### src/rtl/ad9708_dac_driver.sv
// ad9708_dac_driver
// Streams samples from the DSP fabric to a parallel high-speed DAC
// (AD9708/AD9764 class). Samples arrive on a valid/ready interface, are
// buffered in a small FIFO and played out at master_clock/2. The DAC clock
// and data pins are both driven from registers. Data changes on the same
// edge that drives dac_clk low, so it is stable for one full master_clock
// period before and after each rising dac_clk edge.
//
// Ports:
//   master_clock    system clock, rising edge
//   reset           asynchronous, active-low reset
//   enable          playback enable
//   twos_comp       1: s_data is two's complement (MSB inverted on output)
//   s_data/s_valid  input sample stream
//   s_ready         registered; high when a sample can be accepted
//   dac_data        registered sample to the DAC pins
//   dac_clk         registered DAC clock (DAC latches on its rising edge)
//   underflow       one-cycle pulse per underflow event
//   underflow_count saturating count of underflow events
//   fifo_level      current FIFO occupancy
module ad9708_dac_driver #(
  parameter int unsigned DATA_WIDTH  = 12,
  parameter int unsigned FIFO_DEPTH  = 8,
  parameter int unsigned PRIME_LEVEL = 4
) (
  input  logic                          master_clock,
  input  logic                          reset,
  input  logic                          enable,
  input  logic                          twos_comp,
  input  logic [DATA_WIDTH-1:0]         s_data,
  input  logic                          s_valid,
  output logic                          s_ready,
  output logic [DATA_WIDTH-1:0]         dac_data,
  output logic                          dac_clk,
  output logic                          underflow,
  output logic [15:0]                   underflow_count,
  output logic [$clog2(FIFO_DEPTH):0]   fifo_level
);

  localparam int unsigned AW = $clog2(FIFO_DEPTH);
  localparam int unsigned LW = AW + 1;
  localparam logic [DATA_WIDTH-1:0] MIDSCALE = {1'b1, {(DATA_WIDTH-1){1'b0}}};
  localparam logic [DATA_WIDTH-1:0] MSB_MASK = {1'b1, {(DATA_WIDTH-1){1'b0}}};

  typedef enum logic [1:0] {
    IDLE,
    PRIME,
    RUN
  } state_e;

  state_e                state_q;
  logic                  phase_q;
  logic [DATA_WIDTH-1:0] data_q;
  logic                  uf_q;
  logic [15:0]           ucnt_q;

  logic                  ready_q;
  logic                  ready_d;
  logic [AW-1:0]         wr_ptr_q;
  logic [AW-1:0]         rd_ptr_q;
  logic [LW-1:0]         level_q;
  logic [LW-1:0]         level_d;
  logic [DATA_WIDTH-1:0] mem [FIFO_DEPTH];

  logic                  slot;
  logic                  push;
  logic                  pop;
  logic                  uf_event;
  logic [DATA_WIDTH-1:0] pop_data;

  // An update slot is the edge on which dac_clk falls.
  assign slot = (state_q != IDLE) && phase_q;
  assign push = s_valid && ready_q;

  // PRIME pops in the same slot that it moves to RUN.
  assign pop = slot && enable && (level_q != '0) &&
               ((state_q == RUN) ||
                ((state_q == PRIME) && (level_q >= LW'(PRIME_LEVEL))));

  assign uf_event = slot && enable && (state_q == RUN) && (level_q == '0);

  assign pop_data = twos_comp ? (mem[rd_ptr_q] ^ MSB_MASK) : mem[rd_ptr_q];

  always_comb begin
    level_d = level_q;
    if (push && !pop) begin
      level_d = level_q + 1'b1;
    end else if (!push && pop) begin
      level_d = level_q - 1'b1;
    end
  end

  // s_ready is a registered look-ahead: a full FIFO refuses a push even if a
  // pop happens in the same cycle, so it can never be overwritten.
  assign ready_d = (level_d < LW'(FIFO_DEPTH));

  always_ff @(posedge master_clock or negedge reset) begin
    if (!reset) begin
      wr_ptr_q <= '0;
      rd_ptr_q <= '0;
      level_q  <= '0;
      ready_q  <= 1'b0;
    end else begin
      if (push) begin
        wr_ptr_q <= wr_ptr_q + 1'b1;
      end
      if (pop) begin
        rd_ptr_q <= rd_ptr_q + 1'b1;
      end
      level_q <= level_d;
      ready_q <= ready_d;
    end
  end

  always_ff @(posedge master_clock) begin
    if (push) begin
      mem[wr_ptr_q] <= s_data;
    end
  end

  always_ff @(posedge master_clock or negedge reset) begin
    if (!reset) begin
      state_q <= IDLE;
      phase_q <= 1'b0;
      data_q  <= MIDSCALE;
      uf_q    <= 1'b0;
      ucnt_q  <= '0;
    end else begin
      uf_q <= uf_event;
      if (uf_event && (ucnt_q != '1)) begin
        ucnt_q <= ucnt_q + 1'b1;
      end
      case (state_q)
        IDLE: begin
          phase_q <= 1'b0;
          data_q  <= MIDSCALE;
          if (enable) begin
            state_q <= PRIME;
            phase_q <= 1'b1;
          end
        end
        PRIME, RUN: begin
          phase_q <= ~phase_q;
          // Leaving only on a slot means dac_clk has just completed its
          // high phase, so stopping never produces a runt pulse.
          if (slot) begin
            if (!enable) begin
              state_q <= IDLE;
              data_q  <= MIDSCALE;
            end else if (pop) begin
              state_q <= RUN;
              data_q  <= pop_data;
            end
          end
        end
        default: begin
          state_q <= IDLE;
          phase_q <= 1'b0;
          data_q  <= MIDSCALE;
        end
      endcase
    end
  end

  assign s_ready         = ready_q;
  assign dac_data        = data_q;
  assign dac_clk         = phase_q;
  assign underflow       = uf_q;
  assign underflow_count = ucnt_q;
  assign fifo_level      = level_q;

endmodule

### config.mk
export PLATFORM = sky130hd
export DESIGN_NAME = ad9708_dac_driver
export DESIGN_NICKNAME = d
export VERILOG_FILES = /design/src/rtl/ad9708_dac_driver.sv
export SDC_FILE = /design/constraint.sdc
export NUM_CORES = 1
export LEC_CHECK = 0
export BUFFER_PORTS_ARGS = -buffer_cell sky130_fd_sc_hd__buf_2
export CAP_MARGIN = 15
export CORE_MARGIN = 10
export CORE_UTILIZATION = 35
export CTS_BUF_LIST = sky130_fd_sc_hd__clkbuf_16
export CTS_CLUSTER_DIAMETER = 60
export DETAILED_ROUTE_END_ITERATION = 10
export GPL_ROUTABILITY_DRIVEN = 0
export SYNTH_ARGS = -nofsm -noshare
export SYNTH_HDL_FRONTEND = slang
export SYNTH_SLANG_ARGS = --single-unit
### constraint.sdc
create_clock -name master_clock -period 3.32 [get_ports master_clock]
set_clock_uncertainty 0.15 [all_clocks]
set_input_delay 0.332 -clock master_clock [delete_from_list [all_inputs] [get_ports master_clock]]
set_output_delay 0.332 -clock master_clock [all_outputs]
set_load 0.03 [all_outputs]
==> summary.txt <==
Status
  – Status: finished, final reports clean

Critical path
  – Crit path kind: reg -> reg
  – Worst r2r src: state_q[0]
  – Crit-path slowest cell: dfrtp_1
  – Crit path largest cell delay: 390 ps
  – CP Launch Point: state_q[0]
  – WP depth: 10
  – Data arrival, critical path: 2830 ps
  – Worst R2R End: fifo_level[3]
  – Most used cell, CP: inv_1
  – Worst Setup Start Kind: flop
  – Worst setup path end: fifo_level[3]
  – Critical path's top delay family: compound AO/OA/AOI/OAI gates
  – WP data required: 3470 ps
  – Crit Path Max Fanout: 6
  – R2R depth: 10
  – Worst Setup End Kind: flop
  – Crit-path cells: inv_1 > ha_1 > and3b_1 > a21boi_2 > inv_1 > ha_1 > nand2b_1 > o41ai_1 > xnor2_1 > inv_1
  – R2R Setup Slk: 640 ps
  – Crit path buffers/inverters: 3

Clock tree
  – Clock slew at reported path FFs: 60 ps
  – Clock tree buffer depth: 2
  – CTS Root Cell: clkbuf_16
  – Inserted Clock Buffers: 17
  – CTS tree: yes
  – H-tree lvl count: 4
  – Clock latency on the worst-skew pair: 410 ps
  – TritonCTS Sinks: 139

Yosys
  – Top-area cell type share of the netlist area: 0.502
  – Primary FF master, synth: edfxtp_1
  – Synth unique cells: 44
  – Yosys warns: 0
  – Syn_nets: 368
  – Synth top area cells: edfxtp_1 50%, dfrtp_1 18%, mux4_2 9.4%
  – Yosys top cell by area: edfxtp_1
  – Mapped Cells: 340
  – Post-Syn Area: 5740 um2
  – Mean Syn Cell Area: 16.9 um2
  – Post-synth EDFFs: 96
  – Register bit total from synthesis: 139
  – Post-synthesis sequential area ratio: 0.690
  – Share of synthesized flip-flops with an asynchronous set or reset: 0.309

Power and ir drop
  – VDD IR max: 0.000435 V
  – P_leak: 2.72 nW
  – PwrDens: 781 nW/um2
  – Pwr Total: 0.00540 W

Die
  – Core area: 16000 um2
  – Die X-Extent: 148 um
  – Area of the die: 21900 um2
  – # rows: 46
  – Die Span Y: 148 um
  – Ports: 52
  – Initial Utilization: 0.359

Global route
  – Overall Global Routing Usage: 0.111
  – Number of global-route vias before repair: 3319
  – First-pass GRT wire length: 18700 um
  – Initial antenna violation count: 1
  – Largest net degree at the start of global routing: 44
  – Overflow after GRT: 0

STA
  – Count of pins over their slew limit: 0
  – Slew HR: 0.356
  – RSZ-0062 raised after global routing: false
  – TNS Setup: 0 ps
  – Tmin final: 2680 ps
  – Setup Viol. Count Final: 0
  – Setup WS post-layout: 640 ps
  – Final Cycle Share: 0.807
  – Fmax: 0.373 GHz
  – Final hold viol count: 0
  – Slew @ Worst Pin: 966 ps

Drt
  – Antenna viol nets, final: 0
  – # DRC: 0
  – Pre-antenna DRT Iters: 4
  – Routed len/inst: 18.1 um
  – Via density: 4.90
  – Via Count: 3134
  – Final wirelength: 11600 um
  – Drt first-iter violations: 174

Layout
  – Area of the multi-input gates: 1690 um2
  – # fillers: 1456
  – Final cell count without fillers: 640
  – Core Util, Final: 0.432
  – P&R area growth vs syn: 20.4%
  – Layout cell share with drive strength beyond 1: 0.309
  – Ant diodes: 0
  – Final #Nets: 439
  – FF+latch area: 3960 um2

Place
  – Number of port buffers: 51
  – Placed Cells: 607
  – Dpl hpwl: 7630 um
  – Place WS: 640 ps

Hold path
  – Hold Crit Class: in -> reg

Job
  – Max_cap viols: 0
## cells by family after synthesis
family / count (synthesis) / share of synthesized area
flip-flops: 139 / 0.690
AND/OR/NAND/NOR: 81 / 0.0787
multiplexers: 41 / 0.125
AO/OA/AOI/OAI: 27 / 0.0355
buffers and inverters: 22 / 0.0179
XOR/XNOR: 19 / 0.0290
adder cells (fa/ha/maj): 11 / 0.0240
## cell type report
type / count / share of cell area
clock buffers: 17 / 0.0615
clock inverters: 15 / 0.0237
inverters: 10 / 0.00543
multi-input cells: 179 / 0.244
flip-flops and latches: 139 / 0.573
well taps: 216 / 0.0391
repair buffers: 64 / 0.0532
## what timing repair did
action,CTS,global route
endpoints found under the setup margin,0,0
setup buffers,0,0
endpoints found under the hold margin,42,0
gates resized for setup,0,0
hold buffers,1,0
## sequential cells by signal (all words and copies together) (netlist names)
name,flops
mem,96
underflow_count,16
dac_data,12
fifo_level,4
rd_ptr_q,3
wr_ptr_q,3
state_q,2
dac_clk,1
s_ready,1
underflow,1
## how the worst min path moves through the flow
stage / startpoint / end / depth (start not counted)
final: s_data[1] / mem[2][1] / 1
after detailed placement: dac_data[11] / dac_data[11] / 2
after global placement: dac_data[11] / dac_data[11] / 2
after CTS: s_data[1] / mem[2][1] / 1
after floorplan: reset / dac_clk / 0
after global routing: s_data[0] / mem[6][0] / 1
## through the flow
| step | hold WS, ps | instance area (um2) |
|---|---|---|
| after global placement | 305 | 6310 |
| after detailed placement | 305 | 6310 |
| after CTS | 27.1 | 6910 |
| final | 38.8 | 6910 |
| after global routing | 21.7 | 6910 |
| after floorplan | -114 | 5740 |
## cell usage after synthesis (2+ instances only)
| cell type | instances |
|---|---|
| nor4_1 | 3 |
| nor4b_1 | 2 |
| buf_6 | 2 |
| nand2b_1 | 4 |
| o22ai_1 | 2 |
| nor3_1 | 9 |
| buf_2 | 4 |
| o2bb2ai_1 | 12 |
| edfxtp_1 | 96 |
| nor2_1 | 14 |
| mux2_2 | 3 |
| mux2i_1 | 13 |
| xor2_1 | 15 |
| clkbuf_1 | 5 |
| dfrtp_1 | 42 |
| and3_1 | 2 |
| nor3b_1 | 3 |
| a21oi_1 | 3 |
| nor2b_1 | 3 |
| nand4_1 | 5 |
| nand3_1 | 8 |
| nand2_1 | 20 |
| inv_1 | 10 |
| xnor2_1 | 4 |
| mux4_2 | 24 |
| ha_1 | 11 |
| o21ai_0 | 4 |
## placed cells by master (no fill, tap or decap), types with 2 or more instances in the layout
cell and instances:
buf_2 51, inv_6 5, bufinv_16 2, o21ai_0 4, nor4_1 3, nand2b_1 4, a21oi_1 3, xor2_1 15
nand4_1 5, and3_1 2, mux2i_1 13, inv_1 11, buf_4 11, nor2_1 14, ha_1 11, mux2_2 3
nor3_1 7, xnor2_1 4, nor3b_1 3, nor3_2 2, edfxtp_1 96, o2bb2ai_1 12, nand2_1 20, clkinv_4 5
dfrtp_1 42, nor2b_1 3, nor4b_1 2, o22ai_1 2, mux4_2 24, clkbuf_16 17, nand3_1 8
## layer usage
metal	GRT usage	vias to the layer above	share of wire
li1	-	1459	-
met1	0.137	1590	0.44
met2	0.177	71	0.49
met3	0.0446	12	0.059
met4	0.0282	2	0.0056
met5	0	-	0.0011
## report_power, final
| part | switching [W] | total [W] | internal, W |
|---|---|---|---|
| Clock | 0.000741 | 0.00186 | 0.00112 |
| Sequential | 0.000157 | 0.00226 | 0.00210 |
| Combinational | 0.000719 | 0.00129 | 0.000567 |
| Total | 0.00162 | 0.00540 | 0.00378 |
Note: power is estimated with default switching activity, not from simulation.
